File: config.mk
export PLATFORM = sky130hd
export DESIGN_NAME = pdm_adc_decimator
export DESIGN_NICKNAME = d
export VERILOG_FILES = /design/src/rtl/pdm_pkg.sv /design/src/rtl/cic_integrator.sv /design/src/rtl/pdm_adc_decimator.sv
export SDC_FILE = /design/constraint.sdc
export NUM_CORES = 1
export LEC_CHECK = 0
export BUFFER_PORTS_ARGS = -buffer_cell sky130_fd_sc_hd__buf_2
export CAP_MARGIN = 20
export CORE_UTILIZATION = 50
export DETAILED_ROUTE_END_ITERATION = 7
export GPL_ROUTABILITY_DRIVEN = 0
export PLACE_DENSITY = 0.69
export SLEW_MARGIN = 10
export SYNTH_ARGS = -nofsm -noshare
export SYNTH_HDL_FRONTEND = slang
export SYNTH_SLANG_ARGS = --single-unit
File: constraint.sdc
create_clock -name clk -period 4.8 [get_ports clk]
set_input_delay 0.24 -clock clk [delete_from_list [all_inputs] [get_ports clk]]
set_output_delay 0.24 -clock clk [all_outputs]
set_load 0.02 [all_outputs]
File: src/rtl/pdm_pkg.sv
// rtl/pdm_pkg.sv - shared constants and width helper for the PDM CIC decimator
// Contents:
//   CIC_ORDER     number of integrator/comb stage pairs
//   WARMUP_COUNT  decimated results discarded after reset while the combs fill
//   cic_width()   internal register width for a given log2 decimation ratio
package pdm_pkg;

    localparam int CIC_ORDER    = 3;
    localparam int WARMUP_COUNT = CIC_ORDER;

    // Bit growth of an order-N CIC is N*log2(R); the extra bit holds the
    // full-scale value R^N = 2^(W-1) so an all-ones window is distinguishable.
    function automatic int cic_width(input int decim_log2);
        return CIC_ORDER * decim_log2 + 1;
    endfunction

endpackage

File: src/rtl/cic_integrator.sv
// rtl/cic_integrator.sv - one enabled modulo-2^W accumulator stage of the CIC
// Ports:
//   clk    in   system clock
//   rst_n  in   synchronous active-low reset, clears the accumulator
//   en_i   in   accumulate on this edge
//   in_i   in   W-bit addend (previous stage output or zero-extended bit)
//   acc_o  out  registered accumulator value
module cic_integrator #(
    parameter int W = 19
) (
    input  logic         clk,
    input  logic         rst_n,
    input  logic         en_i,
    input  logic [W-1:0] in_i,
    output logic [W-1:0] acc_o
);

    logic [W-1:0] acc_q;

    // Wrap-around is intended: the combs recover the correct difference
    // as long as W covers the full bit growth.
    always_ff @(posedge clk) begin
        if (!rst_n) begin
            acc_q <= '0;
        end else if (en_i) begin
            acc_q <= acc_q + in_i;
        end
    end

    assign acc_o = acc_q;

endmodule

File: src/rtl/pdm_adc_decimator.sv
// rtl/pdm_adc_decimator.sv - 3rd-order CIC decimator turning a PDM bit stream into unsigned PCM
// Ports:
//   clk         in   system clock, all logic on the rising edge
//   rst_n       in   synchronous active-low reset
//   din         in   PDM bit (1 = full-scale density)
//   bit_en      in   din is consumed only when high
//   dout        out  DATA_BITS unsigned sample, held between strobes
//   dout_valid  out  one-cycle strobe marking a new dout
// Pipeline: completing bit sampled at edge E0, snapshot at E1, comb result
// at E2, dout/dout_valid at E3. The first WARMUP_COUNT results are dropped.
module pdm_adc_decimator
    import pdm_pkg::*;
#(
    parameter int DATA_BITS  = 12,
    parameter int DECIM_LOG2 = 6
) (
    input  logic                 clk,
    input  logic                 rst_n,
    input  logic                 din,
    input  logic                 bit_en,
    output logic [DATA_BITS-1:0] dout,
    output logic                 dout_valid
);

    localparam int W = cic_width(DECIM_LOG2);
    localparam logic [1:0] WARM_MAX = 2'(WARMUP_COUNT);

    // Integrator chain
    logic [CIC_ORDER-1:0][W-1:0] integ_in;
    logic [CIC_ORDER-1:0][W-1:0] integ_out;

    for (genvar k = 0; k < CIC_ORDER; k++) begin : g_integ
        if (k == 0) begin : g_first
            assign integ_in[k] = {{(W-1){1'b0}}, din};
        end else begin : g_next
            assign integ_in[k] = integ_out[k-1];
        end

        cic_integrator #(.W(W)) u_integ (
            .clk   (clk),
            .rst_n (rst_n),
            .en_i  (bit_en),
            .in_i  (integ_in[k]),
            .acc_o (integ_out[k])
        );
    end

    // Decimation counter and snapshot
    logic [DECIM_LOG2-1:0] dcnt_q;
    logic                  strobe_d;
    logic                  strobe_q;
    logic                  snap_vld_q;
    logic [W-1:0]          snap_q;

    assign strobe_d = bit_en && (dcnt_q == '1);

    // The snapshot is taken one edge after the completing bit so that the
    // last integrator already reflects the edge that consumed that bit.
    always_ff @(posedge clk) begin
        if (!rst_n) begin
            dcnt_q     <= '0;
            strobe_q   <= 1'b0;
            snap_vld_q <= 1'b0;
            snap_q     <= '0;
        end else begin
            if (bit_en) begin
                dcnt_q <= dcnt_q + 1'b1;
            end
            strobe_q   <= strobe_d;
            snap_vld_q <= strobe_q;
            if (strobe_q) begin
                snap_q <= integ_out[CIC_ORDER-1];
            end
        end
    end

    // Comb chain, runs once per decimated sample
    logic [W-1:0] d1_q, d2_q, d3_q;
    logic [W-1:0] c1_d, c2_d, c3_d;
    logic [W-1:0] res_q;
    logic         res_vld_q;

    always_comb begin
        c1_d = snap_q - d1_q;
        c2_d = c1_d - d2_q;
        c3_d = c2_d - d3_q;
    end

    always_ff @(posedge clk) begin
        if (!rst_n) begin
            d1_q      <= '0;
            d2_q      <= '0;
            d3_q      <= '0;
            res_q     <= '0;
            res_vld_q <= 1'b0;
        end else begin
            res_vld_q <= snap_vld_q;
            if (snap_vld_q) begin
                d1_q  <= snap_q;
                d2_q  <= c1_d;
                d3_q  <= c2_d;
                res_q <= c3_d;
            end
        end
    end

    // Output scaling: top bit set only for an all-ones window (2^(W-1)),
    // which would overflow DATA_BITS, so clip it to full scale.
    logic [DATA_BITS-1:0] dout_d;
    logic [DATA_BITS-1:0] dout_q;
    logic                 dout_valid_q;
    logic [1:0]           warm_q;

    always_comb begin
        dout_d = DATA_BITS'(res_q >> (W - 1 - DATA_BITS));
        if (res_q[W-1]) begin
            dout_d = '1;
        end
    end

    always_ff @(posedge clk) begin
        if (!rst_n) begin
            dout_q       <= '0;
            dout_valid_q <= 1'b0;
            warm_q       <= '0;
        end else begin
            dout_valid_q <= 1'b0;
            if (res_vld_q) begin
                if (warm_q < WARM_MAX) begin
                    warm_q <= warm_q + 1'b1;
                end else begin
                    dout_q       <= dout_d;
                    dout_valid_q <= 1'b1;
                end
            end
        end
    end

    assign dout       = dout_q;
    assign dout_valid = dout_valid_q;

endmodule

Yosys cells after proc, flatten, opt, wreduce, memory -nomap -nowiden

Cells that the tools add are included.

Register bits after elaboration: 176
Input bits: 4
Output and inout port bits: 13
Word-level logic and storage cells: 32

Add/subtract/negate cells: 8
Order comparisons: 1
Equality and inequality tests: 1
Muxes and demuxes: 2
Bitwise logic cells: 1
Reduce and logical (&&, ||, !) cells: 4

Operators by type and width:

| operator                                           | count |
|---|---|
| subtractor 19 bit                                  | 3 |
| adder 19 bit                                       | 2 |
| adder 19 x 1 -> 19 bit                             | 1 |
| two-way mux 12 bit                                 | 1 |
| adder 6 x 1 -> 6 bit (second input constant)       | 1 |
| equality test 6 bit (second input constant)        | 1 |
| AND reduction 2 bit                                | 3 |
| adder 2 x 1 -> 2 bit (second input constant)       | 1 |
| less-than comparator 2 bit (second input constant) | 1 |
| logical AND 1 bit                                  | 1 |
| two-way mux 1 bit                                  | 1 |
| NOT 1 bit                                          | 1 |

Depth between registers and ports, before layout

Word-level depth: 3
Mapped depth: 28

Modules after synthesis

Synthesis repeated with hierarchy kept, for this count alone.

Cell total of the unflattened synthesis: 1356
Area total of the unflattened synthesis: 11837.6 µm²

Modules (own cells, without submodules):

| module                                   | instances | cells an instance | area each (µm²) | seq. area each (µm²) |
|---|---|---|---|---|
| pdm_adc_decimator                        | 1         | 747               | 6785.3          | 2262.2 |
| cic_integrator at g_integ[1].u_integ ... | 2         | 201               | 1689.1          | 380.4 |
| cic_integrator at g_integ[0].u_integ     | 1         | 207               | 1674.1          | 380.4 |

Worst setup path before layout

No wires, ideal clock.

Kind: flip-flop to flip-flop
Start point: register d1_q[1]
End point: register res_q[18]
Setup time: 79 ps
Arrival: 5203 ps
Required time: 4721 ps
Path slack: -482 ps
Cell stages (with the launch flop): 28
Clock period less this slack: 5282 ps
Cells stage by stage: dfxtp_1 inv_1 ha_1 nor2b_1 o21ai_0 a21oi_1 o21ai_0 a21boi_0 o21ai_0 nor3b_1 nor2_1 ha_1 a21o_1 or3_4 a21o_2 a21oi_1 o21bai_1 a21o_1 xor2_1 ha_1 o21a_1 o21a_1 o21a_1 a31oi_1 a21oi_1 xnor2_1 xnor2_1 a211oi_2

Cells in the longest elaborated chain, start to end: 3

Ends and longest elaborated chain:

| what                   | RTL line                 | text |
|---|---|---|
| from (decl)            | pdm_adc_decimator.sv:78  | `logic [W-1:0] d1_q, d2_q, d3_q;` |
| from (signal assigned) | pdm_adc_decimator.sv:99  | `d1_q <= snap_q;` |
| subtractor 19 bit      | pdm_adc_decimator.sv:84  | `c1_d = snap_q - d1_q;` |
| via c1_d[7]            | pdm_adc_decimator.sv:79  | `logic [W-1:0] c1_d, c2_d, c3_d;` |
| subtractor 19 bit      | pdm_adc_decimator.sv:85  | `c2_d = c1_d - d2_q;` |
| via c2_d[12]           | pdm_adc_decimator.sv:79  |  |
| subtractor 19 bit      | pdm_adc_decimator.sv:86  | `c3_d = c2_d - d3_q;` |
| to (signal assigned)   | pdm_adc_decimator.sv:94  | `res_q <= '0;` |
| to (signal assigned)   | pdm_adc_decimator.sv:102 | `res_q <= c3_d;` |
| to (decl)              | pdm_adc_decimator.sv:80  | `logic [W-1:0] res_q;` |

The timed path passes the listed nets, and every way through them passes these cells.
A chain may end at the register's enable or synchronous reset.

Final worst setup path

Start point: register snap_q[0]
End point: register res_q[17]

Cells in the longest elaborated chain, start to end: 3

Ends and longest elaborated chain:

| what                   | RTL line                | text |
|---|---|---|
| from (decl)            | pdm_adc_decimator.sv:53 | `logic [W-1:0] snap_q;` |
| from (signal assigned) | pdm_adc_decimator.sv:72 | `snap_q <= integ_out[CIC_ORDER-1];` |
| subtractor 19 bit      | pdm_adc_decimator.sv:84 |  |
| via c1_d[6]            | pdm_adc_decimator.sv:79 |  |
| subtractor 19 bit      | pdm_adc_decimator.sv:85 |  |
| via c2_d[12]           | pdm_adc_decimator.sv:79 |  |
| subtractor 19 bit      | pdm_adc_decimator.sv:86 |  |

The timed path passes the listed nets, and every way through them passes these cells.

==> key figures <==
Clock network
  • Clock buffer count from CTS: 17
  • Hold_buf cts: 0
  • Insertion delay to the later sink of the worst-skew pair: 0.44 ns
  • Clk pin slew, worst setup/hold paths: 0.07 ns
  • TritonCTS clock tree: done
  • Longest Clk Path Bufs: 2
  • # clock sinks: 170
  • Htree depth: 4
  • Root Buffer: clkbuf_16

Cells and area
  • Fraction of layout instances using a drive strength above 1: 14.3%
  • Area grow syn2layout: 17.4%
  • Fin nets: 1384
  • Commonest non-fill, non-tap cell in the layout: nor2_1
  • Commonest non-fill, non-tap cells in the layout: 196 x nor2_1, 166 x dfxtp_1, 94 x mux2i_1
  • N_diodes: 0

Route
  • Avg WL per Cell: 13.5 µm
  • Via density: 5.34
  • Drt pass-1 iters: 5
  • Final antenna-violating net count: 0
  • WL final: 21.0 mm
  • Via count: 8335
  • Post-route DRC: 0
  • Initial DRC Count: 297

Setup path
  • Kind of critical path: reg2reg
  • CP required: 5.11 ns
  • Critical Path Sink Type: flip-flop
  • Crit Path Max Fanout: 3
  • CP Launch Type: flip-flop
  • WP data arrival: 5.53 ns

STA
  • Slew margin rel.: 38.9%
  • # setup viols final: 5
  • Fmax: 0.192 GHz
  • Min Tclk post-route: 5.22 ns
  • Layout Skew: 0.00890 ns
  • Setup TNS: -1.38 ns
  • RSZ-0062 raised after global routing: true
  • Final Hold Viols: 0
  • Measured slew at the worst slew-check pin: 0.917 ns
  • Worst setup margin: -0.417 ns
  • Pins Over Slew Limit: 0
  • Period utilization: 109%

Yosys
  • Yosys reg bits: 170
  • Syn Nets: 1309
  • Post-synth cell types: 64
  • Synth warn: 0
  • Top FF cell, synth: dfxtp_1
  • Post-synth ARST share: 0%
  • Sequential fraction of the synthesis area: 33.4%
  • Synth top area cells: dfxtp_1 33%, ha_1 11%, mux2i_1 9.2%
  • Mean Syn Cell Area: 8.45 µm²
  • Cell area after synthesis: 0.0102 mm²
  • Top cell type's share of synthesized area: 33.4%
  • Number of flops mapped to enable cells by yosys: 0
  • Largest area contributor in the netlist: dfxtp_1
  • Mapped Cells: 1208

Power and ir drop
  • Post-route total power: 2.97 mW
  • Power Density: 248 mW/mm²
  • Worst VDD drop: 0.230 mV
  • Leakage: 4.95 nW

Die
  • Die Y: 145 µm
  • Site Rows: 51
  • CORE AREA: 0.0197 mm²
  • Die W: 145 µm
  • Starting Density: 51.7%
  • DIE AREA: 0.0210 mm²
  • I/O pins: 17

Outcome
  • Failing checks: setup timing
  • Status: complete, but fails checks

Hold path
  • Min-delay worst type: in2reg

GRT
  • First-pass GRT wire length: 35.0 mm
  • Vias in the first global route: 7728
  • Gr usage total: 20.8%
  • Antenna violations before repair: 0
  • GR Overflow Total: 0
  • Largest net degree at the start of global routing: 82

Run
  • Number of max-cap violations: 0

Placement
  • HPWL Detailed: 14.1 mm
  • Pre-CTS WS: -0.374 ns
  • Port bufs: 16
[cell families (layout without fill, tap and decap cells)]
kind of cell / after synthesis / count (layout) / synth area share [%]
buf+inv: 136 / 224 / 5.00
simple gates: 396 / 396 / 18.0
flops: 170 / 170 / 33.4
mux: 94 / 94 / 9.22
fa+ha+maj: 97 / 97 / 12.2
xor+xnor: 75 / 75 / 6.58
compound gates: 240 / 240 / 15.6
[worst paths after layout]
kind                          start                                        to  slack [ns]  cells after the start
min                             din  g_integ[0].u_integ.acc_o[0]$_SDFFE_PN0P_        0.17                      4
min reg2reg  dcnt_q[5]$_SDFFE_PN0P_                       strobe_q$_SDFF_PN0_        0.47                      2
max reg2reg  snap_q[0]$_SDFFE_PN0P_                    res_q[17]$_SDFFE_PN0P_       -0.42                     27
max          snap_q[0]$_SDFFE_PN0P_                    res_q[17]$_SDFFE_PN0P_       -0.42                     27
[critical path: stages (launching register included)]
cell      delay, ns
dfxtp_2        0.33
inv_2          0.04
ha_4           0.15
fa_2           0.35
nand2b_4       0.17
a21oi_4        0.14
o21a_1         0.17
nor2_2         0.06
xnor2_2        0.14
ha_1           0.34
a21o_1         0.21
a21o_1         0.20
or3_4          0.37
a21o_2         0.22
a21oi_2        0.16
o21bai_1       0.08
a21o_1         0.20
xor2_2         0.25
ha_4           0.25
o21a_1         0.10
o21a_1         0.18
o21a_1         0.21
a31oi_4        0.21
buf_6          0.12
o21bai_1       0.08
xor2_1         0.17
mux2i_1        0.14
nor2_1         0.06
[routing by layer]
metal	track usage, %	wire (µm)
met3	3.85	438
met1	27.8	10700
met5	0	0
met4	6.09	255
met2	34.0	9600
[cell usage after synthesis, drive strengths merged (4+ instances only)]
master / number
nor2: 197
dfxtp: 170
mux2i: 94
ha: 93
inv: 93
a21oi: 71
nand2: 45
xnor2: 44
nor3: 42
o21ai: 41
clkbuf: 39
nand3: 31
xor2: 30
o21a: 22
a211oi: 21
a21o: 20
nand3b: 15
and3: 12
a21boi: 11
o211ai: 11
nand2b: 10
nand4: 8
nor2b: 8
a31oi: 7
o21bai: 7
and4: 6
buf: 4
fa: 4
nor3b: 4
or2: 4
or3: 4
[registers in the layout, indices dropped and copies added, names as in the netlist]
register               flops
d1_q                      19
d2_q                      19
d3_q                      19
dcnt_q                     6
dout                      12
dout_valid                 1
g_integ.u_integ.acc_o     57
res_q                     13
res_vld_q                  1
snap_q                    19
snap_vld_q                 1
strobe_q                   1
warm_q                     2
[layout make-up]
cell class,count,area (µm²)
clock buffers,20,478
clock inverters,12,154
fillers,1710,7740
inverters,93,352
multi-input cells,902,6520
flip-flops and latches,170,3410
well taps,265,332
repair buffers,99,734
[metrics by stage]
stage	std cells	util, %	cell area, µm²	hold slack [ns]
3_5_place_dp	1514	55.9	11000	0.456
3_3_place_gp	1514	55.9	11000	0.448
6_report	1561	60.8	12000	0.174
2_1_floorplan	1208	-	10200	0.430
5_1_grt	1561	60.8	12000	0.188
4_1_cts	1551	59.5	11700	0.161
[power breakdown]
group	switching (mW)	internal (mW)
clock	0.629	0.843
combinational	0.0508	0.0215
sequential	0.00692	1.42
total	0.687	2.28
[repair_timing]
action,CTS,global route
buffers inserted,5,10
pin swaps,9,47
resized for setup,13,30
endpoints found under the setup margin,6,9
gates cloned,0,0
No activity file was read; power rests on OpenSTA's default activity.
